**config.mk**
```make
export PLATFORM = sky130hd
export DESIGN_NAME = shift_sequencer
export DESIGN_NICKNAME = d
export VERILOG_FILES = /design/src/rtl/shift_pkg.sv /design/src/rtl/shift_step.sv /design/src/rtl/shift_sequencer.sv
export SDC_FILE = /design/constraint.sdc
export NUM_CORES = 1
export LEC_CHECK = 0
export CAP_MARGIN = 20
export CORE_MARGIN = 2
export CORE_UTILIZATION = 49
export DETAILED_ROUTE_END_ITERATION = 12
export GPL_ROUTABILITY_DRIVEN = 0
export PLACE_DENSITY = 0.8
export SKIP_LAST_GASP = 1
export SLEW_MARGIN = 20
export SYNTH_ARGS = -nofsm -noshare
export SYNTH_HDL_FRONTEND = slang
export SYNTH_SLANG_ARGS = --single-unit
export TNS_END_PERCENT = 20
```
**constraint.sdc**
```tcl
create_clock -name clk_i -period 2.45 [get_ports clk_i]
set_clock_uncertainty 0.15 [all_clocks]
set_input_delay 0.245 -clock clk_i [delete_from_list [all_inputs] [get_ports clk_i]]
set_output_delay 0.245 -clock clk_i [all_outputs]
set_load 0.05 [all_outputs]
```
**src/rtl/shift_pkg.sv**
```systemverilog
// Shared definitions for the multi-cycle shift sequencer.
// Provides the shift op encoding, the FSM state encoding and default widths.
package shift_pkg;

  localparam int unsigned DEF_WIDTH   = 32;
  localparam int unsigned DEF_SHAMT_W = 5;

  // Shift operation encoding as presented on op_i
  localparam logic [1:0] SH_SLL = 2'b00;
  localparam logic [1:0] SH_SRL = 2'b01;
  localparam logic [1:0] SH_SRA = 2'b10;
  localparam logic [1:0] SH_RSV = 2'b11;

  // Sequencer states
  typedef enum logic [1:0] {
    ST_IDLE  = 2'b00,
    ST_SHIFT = 2'b01,
    ST_DONE  = 2'b10
  } state_t;

endpackage : shift_pkg

```
**src/rtl/shift_step.sv**
```systemverilog
// Single reusable shift stage: shifts data by one or two bit positions.
// Ports:
//   data    in  WIDTH  value to shift
//   op      in  2      SLL / SRL / SRA (reserved passes data through)
//   by2     in  1      1 = shift by two, 0 = shift by one
//   shifted out WIDTH  combinational result
module shift_step
  import shift_pkg::*;
#(
  parameter int unsigned WIDTH = DEF_WIDTH
) (
  input  logic [WIDTH-1:0] data,
  input  logic [1:0]       op,
  input  logic             by2,
  output logic [WIDTH-1:0] shifted
);

  logic       fill;
  logic [1:0] fill2;

  // Right shifts fill with zero or the sign bit; SRA fills both vacated bits
  assign fill  = (op == SH_SRA) ? data[WIDTH-1] : 1'b0;
  assign fill2 = {fill, fill};

  always_comb begin
    shifted = data;
    unique case (op)
      SH_SLL: shifted = by2 ? {data[WIDTH-3:0], 2'b00} : {data[WIDTH-2:0], 1'b0};
      SH_SRL,
      SH_SRA: shifted = by2 ? {fill2, data[WIDTH-1:2]} : {fill, data[WIDTH-1:1]};
      default: shifted = data;
    endcase
  end

endmodule : shift_step

```
**src/rtl/shift_sequencer.sv**
```systemverilog
// Multi-cycle shift controller: sequences a shared by-2/by-1 shift stage until
// the requested shift amount is consumed, then pulses done_o for one cycle.
// Ports:
//   clk_i     in  1        clock, rising edge
//   rst_i     in  1        asynchronous active-low reset
//   start_i   in  1        request, sampled only while idle
//   op_i      in  2        00 SLL, 01 SRL, 10 SRA, 11 reserved (pass-through)
//   data_i    in  WIDTH    operand captured with start
//   shamt_i   in  SHAMT_W  shift amount captured with start
//   busy_o    out 1        high while shifting and in the done cycle
//   done_o    out 1        one-cycle completion pulse
//   result_o  out WIDTH    working / result register
module shift_sequencer
  import shift_pkg::*;
#(
  parameter int unsigned WIDTH   = DEF_WIDTH,
  parameter int unsigned SHAMT_W = DEF_SHAMT_W
) (
  input  logic               clk_i,
  input  logic               rst_i,
  input  logic               start_i,
  input  logic [1:0]         op_i,
  input  logic [WIDTH-1:0]   data_i,
  input  logic [SHAMT_W-1:0] shamt_i,
  output logic               busy_o,
  output logic               done_o,
  output logic [WIDTH-1:0]   result_o
);

  state_t             state;
  logic [1:0]         op_q;
  logic [SHAMT_W-1:0] rem;
  logic               by2;
  logic [SHAMT_W-1:0] rem_next;
  logic [WIDTH-1:0]   step_out;

  // Take two bits per step while at least two remain, otherwise the last one
  assign by2      = (rem >= SHAMT_W'(2));
  assign rem_next = by2 ? (rem - SHAMT_W'(2)) : '0;

  shift_step #(
    .WIDTH (WIDTH)
  ) u_step (
    .data    (result_o),
    .op      (op_q),
    .by2     (by2),
    .shifted (step_out)
  );

  // Sequencer FSM with registered status outputs
  always_ff @(posedge clk_i or negedge rst_i) begin
    if (!rst_i) begin
      state    <= ST_IDLE;
      op_q     <= SH_SLL;
      rem      <= '0;
      result_o <= '0;
      busy_o   <= 1'b0;
      done_o   <= 1'b0;
    end else begin
      unique case (state)
        ST_IDLE: begin
          busy_o <= 1'b0;
          done_o <= 1'b0;
          if (start_i) begin
            result_o <= data_i;
            op_q     <= op_i;
            rem      <= shamt_i;
            busy_o   <= 1'b1;
            // Nothing to shift: report the operand unchanged next cycle
            if ((shamt_i == '0) || (op_i == SH_RSV)) begin
              state  <= ST_DONE;
              done_o <= 1'b1;
            end else begin
              state <= ST_SHIFT;
            end
          end
        end
        ST_SHIFT: begin
          result_o <= step_out;
          rem      <= rem_next;
          if (rem_next == '0) begin
            state  <= ST_DONE;
            done_o <= 1'b1;
          end
        end
        ST_DONE: begin
          state  <= ST_IDLE;
          busy_o <= 1'b0;
          done_o <= 1'b0;
        end
        default: begin
          state  <= ST_IDLE;
          busy_o <= 1'b0;
          done_o <= 1'b0;
        end
      endcase
    end
  end

endmodule : shift_sequencer

```
# Word-level counts from Yosys, hierarchy flattened
# Cells that the tools add are included.
# word_totals
regBits	43
in_bits	42
output_inout_bits	34
# classes
addsub	1
magnitude_cmp	1
n_eq_ne	7
n_mux	19
reduce_logical	11
# ops
operator	n
$pmux W32 S2	2
$mux W32	2
$mux W31	1
$logic_not A5 Y1	2
$mux W5	2
$pmux W5 S2	1
$mux W2	3
$reduce_and A2 Y1	3
$ge A5 B2 Y1 const B	1
$mux W1	5
$sub A5 B2 Y5 const B	1
$eq A2 B1 Y1 const B	2
$eq A2 B2 Y1 const B	2
$logic_not A2 Y1	2
$ne A2 B2 Y1 const B	2
$pmux W1 S2	2
$pmux W2 S2	1
$ne A3 B1 Y1 const B	1
$reduce_and A3 Y1	1
$reduce_bool A2 Y1	1
$reduce_or A2 Y1	1
$logic_or A1 B1 Y1	1

# Depth between registers and ports, before layout
# Gate-level depths: netlist of run 1.
# depth
depth_word	5
ltp_mapped	8
mapped_depth_nobuf	6

# Cells and area by module
# Synthesis of run 1 repeated with hierarchy kept, for this count alone.
# hier_totals
hier_cells	360
hier_area_um2	3474.6
# modules_own_cells
mod	instances	cells_per_inst	area_per_inst_um2
shift_sequencer	1	203	2139.6
shift_step	1	157	1335.0

# Worst setup path after synthesis of run 1
# Ideal clock, no wire load.
# synth_timing
path_kind	register to register
startpoint	reg rem[1]
endpoint	reg result_o[6]
setup_ns	0.126
t_arrival_ns	1.863
slack_ns	0.311
path_stages_with_launch	9
n_path_buf	2
synth_period_minus_slack_ns	2.139
cell_sequence	dfrtp_1 > inv_1 > ha_1 > or3b_1 > buf_6 > buf_8 > o21ai_1 > a21oi_1 > o32a_1
# synth_via
elab_chain_cells	4
word_cells_on_any_way	5
cone_classes	1 x order compare; 4 x mux
# synth_lines
element	line	text
start: declaration	shift_sequencer.sv:32	logic [SHAMT_W-1:0] rem;
start signal: assignment	shift_sequencer.sv:67	rem <= shamt_i;
start signal: assignment	shift_sequencer.sv:80	rem <= rem_next;
$ge A5 B2 Y1 (*)	shift_sequencer.sv:38	assign by2 = (rem >= SHAMT_W'(2));
$mux W31 or $mux W32 (tied branches)	shift_step.sv:30, shift_step.sv:28	
$pmux W32 S2 (*)	shift_step.sv:27	unique case (op)
$pmux W32 S2 (*)	shift_sequencer.sv:60	unique case (state)
end signal: assignment	shift_sequencer.sv:65	result_o <= data_i;
end signal: assignment	shift_sequencer.sv:79	result_o <= step_out;
end: declaration	shift_sequencer.sv:27	output logic [WIDTH-1:0] result_o
# Mark *: on every way between the ends. The rest lies on a longest branch, timed or not.
# A chain may end at the register's enable or synchronous reset.

# Final worst setup path of run 1
# layout_timing
startpoint	reg rem[1]
endpoint	reg result_o[2]
# The elaborated chain is that of the path after synthesis.

==> results of run 1 <==
[per-layer routing]
layer	vias up	wire, um	global-route usage [%]
met5	-	0	0
met4	0	104	5.25
met3	12	553	4.44
met2	157	3940	42.1
met1	1441	3500	35.4
li1	1481	-	-
[repair_timing]
action                                 4_1_cts  5_1_grt
hold buffers                                 1        0
endpoints found under the hold margin       43        0
setup endpoints to repair                    0       18
gates resized for setup                      0        2
[logic make-up (layout without fill, tap and decap cells)]
kind of cell	Yosys count	after routing	synth area share, %
flops	43	43	37.2
fa+ha+maj	3	3	1.30
simple gates	120	120	19.4
xor+xnor	1	1	0.303
compound gates	153	153	34.2
mux	1	1	0.389
buf+inv	41	110	7.22
[area by class of cell]
type,count,area [um2],area share (%)
Clock buffer,8,100,2.60
Inverter,8,30.0,0.780
Multi-Input combinational cell,278,1640,42.5
Sequential cell,43,1080,28.0
Tap cell,72,90.1,2.34
Timing Repair Buffer,94,916,23.8
[power groups by stage]
| stage | combinational, mW | sequential [mW] | clock (mW) |
|---|---|---|---|
| 2_1_floorplan | 2.37 | 2.38 | 0 |
| 4_1_cts | 4.61 | 1.50 | 0.512 |
| 5_1_grt | 5.01 | 1.57 | 0.545 |
| 6_report | 4.63 | 1.52 | 0.503 |
| 3_5_place_dp | 4.59 | 1.51 | 0 |
| 3_3_place_gp | 4.53 | 1.50 | 0 |
[path summary, 6_finish.rpt]
path / startpoint / end / slack [ps] / cells past startpoint
max reg2reg: rem[1]$_DFFE_PN0P_ / result_o[2]$_DFFE_PN0P_ / 90 / 7
min reg2reg: state[1]$_DFFE_PN0P_ / state[0]$_DFFE_PN0P_ / 380 / 1
max in group asynchronous: rst_i / result_o[3]$_DFFE_PN0P_ / 1360 / 3
min: op_i[1] / op_q[1]$_DFFE_PN0P_ / 380 / 3
max: rem[1]$_DFFE_PN0P_ / result_o[2]$_DFFE_PN0P_ / 90 / 7
min in group asynchronous: rst_i / result_o[24]$_DFFE_PN0P_ / 390 / 3
[tightest hold or removal path, delay by kind of cell]
kind            cells  cell delay [ps]
simple gates        1               60
buf+inv             1              420
compound gates      1               70
[synthesized netlist by cell type (3+ instances only)]
cell                       instances
sky130_fd_sc_hd__a21oi_1          64
sky130_fd_sc_hd__buf_2            14
sky130_fd_sc_hd__clkbuf_1         15
sky130_fd_sc_hd__dfrtp_1          43
sky130_fd_sc_hd__ha_1              3
sky130_fd_sc_hd__inv_1             8
sky130_fd_sc_hd__nand2_1          67
sky130_fd_sc_hd__nand3_1          31
sky130_fd_sc_hd__nor2_1            4
sky130_fd_sc_hd__nor2b_1           4
sky130_fd_sc_hd__o21ai_0           8
sky130_fd_sc_hd__o21ai_1          28
sky130_fd_sc_hd__o21ai_2           4
sky130_fd_sc_hd__o32a_1           29
[sequential cells by signal, summed over array words and instances, names as in the netlist]
| register | count |
|---|---|
| result_o | 32 |
| rem | 5 |
| op_q | 2 |
| state | 2 |
| busy_o | 1 |
| done_o | 1 |
[per-stage QoR]
step | hold WS, ps | total power, mW
finish | 385 | 6.65
detailed placement | 210 | 6.10
global route | 415 | 7.12
floorplan | -201 | 4.75
global placement | 208 | 6.03
CTS | 382 | 6.63
==> impl_results.html, run 1 <==
<table>
<tr><th>Metric</th><th>Value</th></tr>
<tr><th colspan="2">Yosys</th></tr>
<tr><td>Top cells by area in the synthesized netlist</td><td>sky130_fd_sc_hd__dfrtp_1 37%, sky130_fd_sc_hd__a21oi_1 11%, sky130_fd_sc_hd__o32a_1 10%, sky130_fd_sc_hd__nand2_1 8.7%, sky130_fd_sc_hd__nand3_1 5.4%</td></tr>
<tr><td>Count of distinct cell types in the synthesized netlist</td><td>46</td></tr>
<tr><td>Post-Synthesis Cells</td><td>roughly 360</td></tr>
<tr><td>Async S/R FF share, synth</td><td>100%</td></tr>
<tr><td>Sequential element share of the synthesized area</td><td>between 30% and 40%</td></tr>
<tr><td>Post-synthesis instance area</td><td>2890 um2</td></tr>
<tr><td>Main synth FF type</td><td>sky130_fd_sc_hd__dfrtp_1</td></tr>
<tr><td>Synth top area share</td><td>37.2%</td></tr>
<tr><td>Largest area contributor in the netlist</td><td>sky130_fd_sc_hd__dfrtp_1</td></tr>
<tr><td>Nets in the synthesized netlist</td><td>407</td></tr>
<tr><td>Yosys warns</td><td>0</td></tr>
<tr><td>Mean Syn Cell Area</td><td>~8.0 um2</td></tr>
<tr><td>Number of enable-type register cells in the synthesized netlist</td><td>0</td></tr>
<tr><td>Total of flip-flops plus latches after synthesis</td><td>43</td></tr>
<tr><th colspan="2">Worst setup path</th></tr>
<tr><td>Worst endpoint required time</td><td>around 2500 ps</td></tr>
<tr><td>Start-to-end type of the worst setup path</td><td>flop to flop</td></tr>
<tr><td>Number of buffers and inverters on the critical path</td><td>2</td></tr>
<tr><td>Cell type of the slowest stage on the worst timing path</td><td>sky130_fd_sc_hd__dfrtp_1</td></tr>
<tr><td>Largest fanout of any net on the critical path</td><td>33</td></tr>
<tr><td>Type of element launching the critical path</td><td>flop</td></tr>
<tr><td>Critical path cell sequence</td><td>inv_1 -&gt; ha_1 -&gt; or3b_1 -&gt; buf_4 -&gt; o21ai_1 -&gt; a21oi_1 -&gt; o32a_1</td></tr>
<tr><td>Worst stage delay on the critical path</td><td>between 400 and 500 ps</td></tr>
<tr><td>Kind of cell adding the most delay to the critical path</td><td>compound AO/OA/AOI/OAI gates</td></tr>
<tr><td>Data arrival time of the critical path</td><td>around 2400 ps</td></tr>
<tr><td>Worst Setup End Kind</td><td>flop</td></tr>
<tr><th colspan="2">Die</th></tr>
<tr><td>Core ar.</td><td>roughly 5600 um2</td></tr>
<tr><td>Standard-cell rows</td><td>27</td></tr>
<tr><td>Die Y</td><td>around 80 um</td></tr>
<tr><td>I/O pin count</td><td>76</td></tr>
<tr><td>Die span in x</td><td>roughly 81 um</td></tr>
<tr><td>Starting Density</td><td>about half</td></tr>
<tr><td>Total Die Area</td><td>~6500 um2</td></tr>
<tr><th colspan="2">Detailed routing</th></tr>
<tr><td>Average routed wire per standard cell</td><td>roughly 16 um</td></tr>
<tr><td>Iteration-0 DRC count of the detailed router</td><td>~260</td></tr>
<tr><td>Count of unresolved DRC violations after routing</td><td>0</td></tr>
<tr><td>Wirelength, routed</td><td>just over 8000 um</td></tr>
<tr><td>Drt first pass iters</td><td>6</td></tr>
<tr><td>Number of vias per cell</td><td>between 6 and 7</td></tr>
<tr><td>Number of vias after detailed routing</td><td>around 3k</td></tr>
<tr><td>ANT nets after route</td><td>0</td></tr>
<tr><th colspan="2">STA</th></tr>
<tr><td>Fin crit share</td><td>just under 100%</td></tr>
<tr><td>Total negative slack for setup checks</td><td>0 ps</td></tr>
<tr><td>Final setup violation count</td><td>0</td></tr>
<tr><td>Time the worst path needs with I/O delays and setup</td><td>between 2000 and 2500 ps</td></tr>
<tr><td>Max-slew violation count</td><td>0</td></tr>
<tr><td>Actual transition at the worst max-transition pin</td><td>~560 ps</td></tr>
<tr><td>Setup repair after global routing missed its margin</td><td>yes</td></tr>
<tr><td>Final Hold Viols</td><td>0</td></tr>
<tr><td>Worst slew margin</td><td>between 60% and 70%</td></tr>
<tr><td>Smallest setup slack after layout</td><td>about 85 ps</td></tr>
<tr><td>Max Fclk</td><td>423 MHz</td></tr>
<tr><th colspan="2">Placed design</th></tr>
<tr><td>Dpl ws</td><td>95.2 ps</td></tr>
<tr><td>Instance count after placement with tap cells included</td><td>between 400 and 500</td></tr>
<tr><td>Port Buf Inserts</td><td>75</td></tr>
<tr><td>HPWL after detailed placement</td><td>5710 um</td></tr>
<tr><td>Placement-stage cell area</td><td>~3700 um2</td></tr>
<tr><th colspan="2">Final layout</th></tr>
<tr><td>Commonest non-fill, non-tap cell in the layout</td><td>sky130_fd_sc_hd__clkdlybuf4s50_1</td></tr>
<tr><td>Most frequent cells in the layout</td><td>74 x sky130_fd_sc_hd__clkdlybuf4s50_1, 67 x sky130_fd_sc_hd__nand2_1, 63 x sky130_fd_sc_hd__a21oi_1, 43 x sky130_fd_sc_hd__dfrtp_1, 31 x sky130_fd_sc_hd__nand3_1</td></tr>
<tr><td>Fill cell total of the finished layout</td><td>~500</td></tr>
<tr><td>Post-layout util</td><td>between 60% and 70%</td></tr>
<tr><td>Fraction of layout instances using a drive strength above 1</td><td>under 10%</td></tr>
<tr><td>Antenna Cells</td><td>0</td></tr>
<tr><td>Post-route cell area</td><td>approximately 3800 um2</td></tr>
<tr><td>Final-stage net count</td><td>between 400 and 500</td></tr>
<tr><td>Post-synthesis to final-layout area growth</td><td>33.0%</td></tr>
<tr><td>Non-Filler Instances</td><td>roughly 500</td></tr>
<tr><th colspan="2">GRT</th></tr>
<tr><td>Via count of the first global-routing pass</td><td>around 2.9k</td></tr>
<tr><td>Wire length of the first global-routing pass</td><td>between 10000 and 15000 um</td></tr>
<tr><td>Total routing usage reported by global routing</td><td>25.6%</td></tr>
<tr><td>Aggregate global routing overflow</td><td>0</td></tr>
<tr><td>Maximum number of pins on one net before global-route repair</td><td>between 40 and 50</td></tr>
<tr><td>Number of antenna violations at the first check in global routing</td><td>0</td></tr>
<tr><th colspan="2">Clocking</th></tr>
<tr><td>Deepest clock path buffer count</td><td>2</td></tr>
<tr><td>Clock Latency Late Sink</td><td>300 ps</td></tr>
<tr><td>Buffers inserted during post-CTS setup optimization</td><td>0</td></tr>
<tr><td>Register clock-pin slew on the reported worst setup and hold paths</td><td>80 ps</td></tr>
<tr><td>Clock root buffer</td><td>sky130_fd_sc_hd__clkbuf_8</td></tr>
<tr><td>H-Tree Level Count</td><td>2</td></tr>
<tr><td>Total CTS buffers</td><td>5</td></tr>
<tr><td>Clock net sink count</td><td>between 40 and 50</td></tr>
<tr><td>CTS tree</td><td>built</td></tr>
<tr><th colspan="2">Pwr</th></tr>
<tr><td>Internal power contribution</td><td>~3.1 mW</td></tr>
<tr><td>Switching Fraction</td><td>~53%</td></tr>
<tr><td>Maximum vdd drop</td><td>roughly 1000 uV</td></tr>
<tr><td>Logic pwr share</td><td>a little over two thirds</td></tr>
<tr><td>Reported net switching power</td><td>3.54 mW</td></tr>
<tr><td>Sequential fraction of design power</td><td>between 20% and 30%</td></tr>
<tr><td>Leak</td><td>roughly 1.5 nW</td></tr>
<tr><td>Clk network pwr share</td><td>under 10%</td></tr>
<tr><td>Power density of the placed cells</td><td>roughly 1700 nW/um2</td></tr>
<tr><th colspan="2">Worst hold path</th></tr>
<tr><td>Classification of the worst-slack hold path</td><td>input pin to flop</td></tr>
<tr><th colspan="2">Outcome</th></tr>
<tr><td>Status</td><td>finished clean</td></tr>
<tr><th colspan="2">Job</th></tr>
<tr><td>Maximum capacitance violations</td><td>0</td></tr>
</table>
Note: power is estimated with default switching activity, not from simulation.
==> run 2: changes to the inputs <==
clock period = 2.39 ns   (was 2.45 ns; I/O delays follow)
==> impl_results.html, run 2 (synthesis gave the netlist of run 1 again) <==
<table>
<tr><th>Metric</th><th>Value</th></tr>
<tr><th colspan="2">Final layout</th></tr>
<tr><td>Final-stage net count</td><td>476</td></tr>
<tr><td>Most frequent cells in the layout</td><td>74 x sky130_fd_sc_hd__clkdlybuf4s50_1, 67 x sky130_fd_sc_hd__nand2_1, 63 x sky130_fd_sc_hd__a21oi_1, 43 x sky130_fd_sc_hd__dfrtp_1, 31 x sky130_fd_sc_hd__nand3_1</td></tr>
<tr><td>Post-synthesis to final-layout area growth</td><td>33.1%</td></tr>
<tr><td>Fraction of layout instances using a drive strength above 1</td><td>8.80%</td></tr>
<tr><td>Register name with the most flops</td><td>result_o</td></tr>
<tr><td>Commonest non-fill, non-tap cell in the layout</td><td>sky130_fd_sc_hd__clkdlybuf4s50_1</td></tr>
<tr><td>Max reg flops</td><td>32</td></tr>
<tr><td>Post-layout util</td><td>a little under 70%</td></tr>
<tr><td>Registers with the highest flip-flop counts</td><td>result_o (32), rem (5)</td></tr>
<tr><td>Antenna Cells</td><td>0</td></tr>
<tr><th colspan="2">Pwr</th></tr>
<tr><td>Leak</td><td>1.53 nW</td></tr>
<tr><td>Design Power</td><td>between 6 and 7 mW</td></tr>
<tr><td>Maximum vdd drop</td><td>between 1000 and 1500 uV</td></tr>
<tr><td>Power density of the placed cells</td><td>around 1800 nW/um2</td></tr>
<tr><th colspan="2">Detailed routing</th></tr>
<tr><td>Iteration-0 DRC count of the detailed router</td><td>~250</td></tr>
<tr><td>Number of vias after detailed routing</td><td>between 3k and 4k</td></tr>
<tr><td>ANT nets after route</td><td>0</td></tr>
<tr><td>Drt first pass iters</td><td>5</td></tr>
<tr><td>Wirelength, routed</td><td>about 8400 um</td></tr>
<tr><td>Number of vias per cell</td><td>approximately 6</td></tr>
<tr><td>Average routed wire per standard cell</td><td>about 17 um</td></tr>
<tr><td>Count of unresolved DRC violations after routing</td><td>0</td></tr>
<tr><th colspan="2">STA</th></tr>
<tr><td>Final Hold Viols</td><td>0</td></tr>
<tr><td>Fin crit share</td><td>between 90% and 100%</td></tr>
<tr><td>Max-slew violation count</td><td>0</td></tr>
<tr><td>Total negative slack for setup checks</td><td>0 ps</td></tr>
<tr><td>Final setup violation count</td><td>0</td></tr>
<tr><td>Final Hold Slack</td><td>about 300 ps</td></tr>
<tr><td>Max Fclk</td><td>~440 MHz</td></tr>
<tr><td>Actual transition at the worst max-transition pin</td><td>~530 ps</td></tr>
<tr><td>Smallest setup slack after layout</td><td>around 130 ps</td></tr>
<tr><td>Worst slew margin</td><td>around 65%</td></tr>
<tr><td>Time the worst path needs with I/O delays and setup</td><td>between 2000 and 2500 ps</td></tr>
<tr><td>Setup repair after global routing missed its margin</td><td>no</td></tr>
<tr><th colspan="2">Die</th></tr>
<tr><td>Starting Density</td><td>51.6%</td></tr>
<tr><td>Standard-cell rows</td><td>27</td></tr>
<tr><td>Die Y</td><td>approximately 81 um</td></tr>
<tr><td>Die span in x</td><td>around 81 um</td></tr>
<tr><td>I/O pin count</td><td>76</td></tr>
<tr><td>Total Die Area</td><td>6530 um2</td></tr>
<tr><td>Core ar.</td><td>roughly 5600 um2</td></tr>
<tr><th colspan="2">Worst setup path</th></tr>
<tr><td>Largest fanout of any net on the critical path</td><td>22</td></tr>
<tr><td>Worst endpoint required time</td><td>between 2000 and 2500 ps</td></tr>
<tr><td>Cell type of the slowest stage on the worst timing path</td><td>sky130_fd_sc_hd__dfrtp_1</td></tr>
<tr><td>Start point of the critical path</td><td>rem[1]$_DFFE_PN0P_</td></tr>
<tr><td>Critical path cell sequence</td><td>inv_1 -&gt; ha_1 -&gt; or3b_1 -&gt; buf_4 -&gt; o21ai_1 -&gt; a21oi_1 -&gt; o32a_1</td></tr>
<tr><td>Worst stage delay on the critical path</td><td>around 430 ps</td></tr>
<tr><td>Data arrival time of the critical path</td><td>approximately 2300 ps</td></tr>
<tr><td>Critical register-to-register path startpoint</td><td>rem[1]$_DFFE_PN0P_</td></tr>
<tr><td>Start-to-end type of the worst setup path</td><td>flop to flop</td></tr>
<tr><td>Type of element launching the critical path</td><td>flop</td></tr>
<tr><td>Worst Setup End Kind</td><td>flop</td></tr>
<tr><th colspan="2">GRT</th></tr>
<tr><td>Aggregate global routing overflow</td><td>0</td></tr>
<tr><td>Total routing usage reported by global routing</td><td>between 20 and 30%</td></tr>
<tr><td>Via count of the first global-routing pass</td><td>between 2k and 3k</td></tr>
<tr><td>Number of antenna violations at the first check in global routing</td><td>0</td></tr>
<tr><td>Maximum number of pins on one net before global-route repair</td><td>46</td></tr>
<tr><td>Wire length of the first global-routing pass</td><td>14000 um</td></tr>
<tr><th colspan="2">Outcome</th></tr>
<tr><td>Status</td><td>finished clean</td></tr>
<tr><th colspan="2">Placed design</th></tr>
<tr><td>Port Buf Inserts</td><td>75</td></tr>
<tr><td>HPWL after detailed placement</td><td>5920 um</td></tr>
<tr><td>Dpl ws</td><td>117 ps</td></tr>
<tr><th colspan="2">Clocking</th></tr>
<tr><td>H-Tree Level Count</td><td>2</td></tr>
<tr><td>Clock root buffer</td><td>sky130_fd_sc_hd__clkbuf_8</td></tr>
<tr><td>Register clock-pin slew on the reported worst setup and hold paths</td><td>about 80 ps</td></tr>
<tr><td>Clock Latency Late Sink</td><td>about 300 ps</td></tr>
<tr><td>CTS tree</td><td>built</td></tr>
<tr><td>Clock net sink count</td><td>43</td></tr>
<tr><td>Deepest clock path buffer count</td><td>2</td></tr>
<tr><td>Total CTS buffers</td><td>5</td></tr>
<tr><th colspan="2">Worst hold path</th></tr>
<tr><td>Classification of the worst-slack hold path</td><td>input pin to async pin</td></tr>
<tr><th colspan="2">Job</th></tr>
<tr><td>Maximum capacitance violations</td><td>0</td></tr>
</table>
==> run 2: timing repair <==
item | in CTS | in global routing
setup endpoints to repair | 0 | 2
buffers inserted | 0 | 0
gates resized for setup | 0 | 1
hold buffers | 1 | 0
endpoints found under the hold margin | 43 | 0
==> run 2: final cells by class <==
cell class,instances,area (um2)
multi-input cells,278,1630
inverters,8,30.0
clock buffers,8,100
fillers,504,1760
well taps,72,90.1
flip-flops and latches,43,1080
repair buffers,95,923
==> run 2: worst max-delay path, delay by kind of cell, from the launching register on <==
family	cells	cell delay [ps]
compound gates	3	690
flops	1	430
buf+inv	2	330
simple gates	1	370
fa+ha+maj	1	170
==> run 2: path summary, 6_finish.rpt <==
path / to / cells past startpoint / slack (ps)
max reg2reg: result_o[12]$_DFFE_PN0P_ / 7 / 130
max: result_o[12]$_DFFE_PN0P_ / 7 / 130
min in group clk_i: busy_o$_DFFE_PN0N_ / 2 / 380
min reg2reg: busy_o$_DFFE_PN0N_ / 2 / 380
max in group asynchronous: result_o[31]$_DFFE_PN0P_ / 3 / 1540
min: result_o[23]$_DFFE_PN0P_ / 3 / 300
==> run 2: per-layer routing <==
metal	vias up	share of wire, %	GRT usage, %
met5	-	0	0
met4	0	0.75	5.76
met3	6	6.6	4.11
met2	130	50	44.7
met1	1487	43	37.0
li1	1482	-	-
==> run 2: metrics by stage <==
| stage | area, um2 | instances |
|---|---|---|
| after floorplan | 2890 | 362 |
| after global placement | 3740 | 495 |
| after detailed placement | 3740 | 495 |
| after CTS | 3850 | 504 |
| after global routing | 3850 | 504 |
| final | 3850 | 504 |
==> run 2: power breakdown <==
group / switching (mW) / internal [mW] / leakage, nW
Clock: 0.254 / 0.264 / 0.0515
Combinational: 2.96 / 1.80 / 0.976
Sequential: 0.443 / 1.12 / 0.499
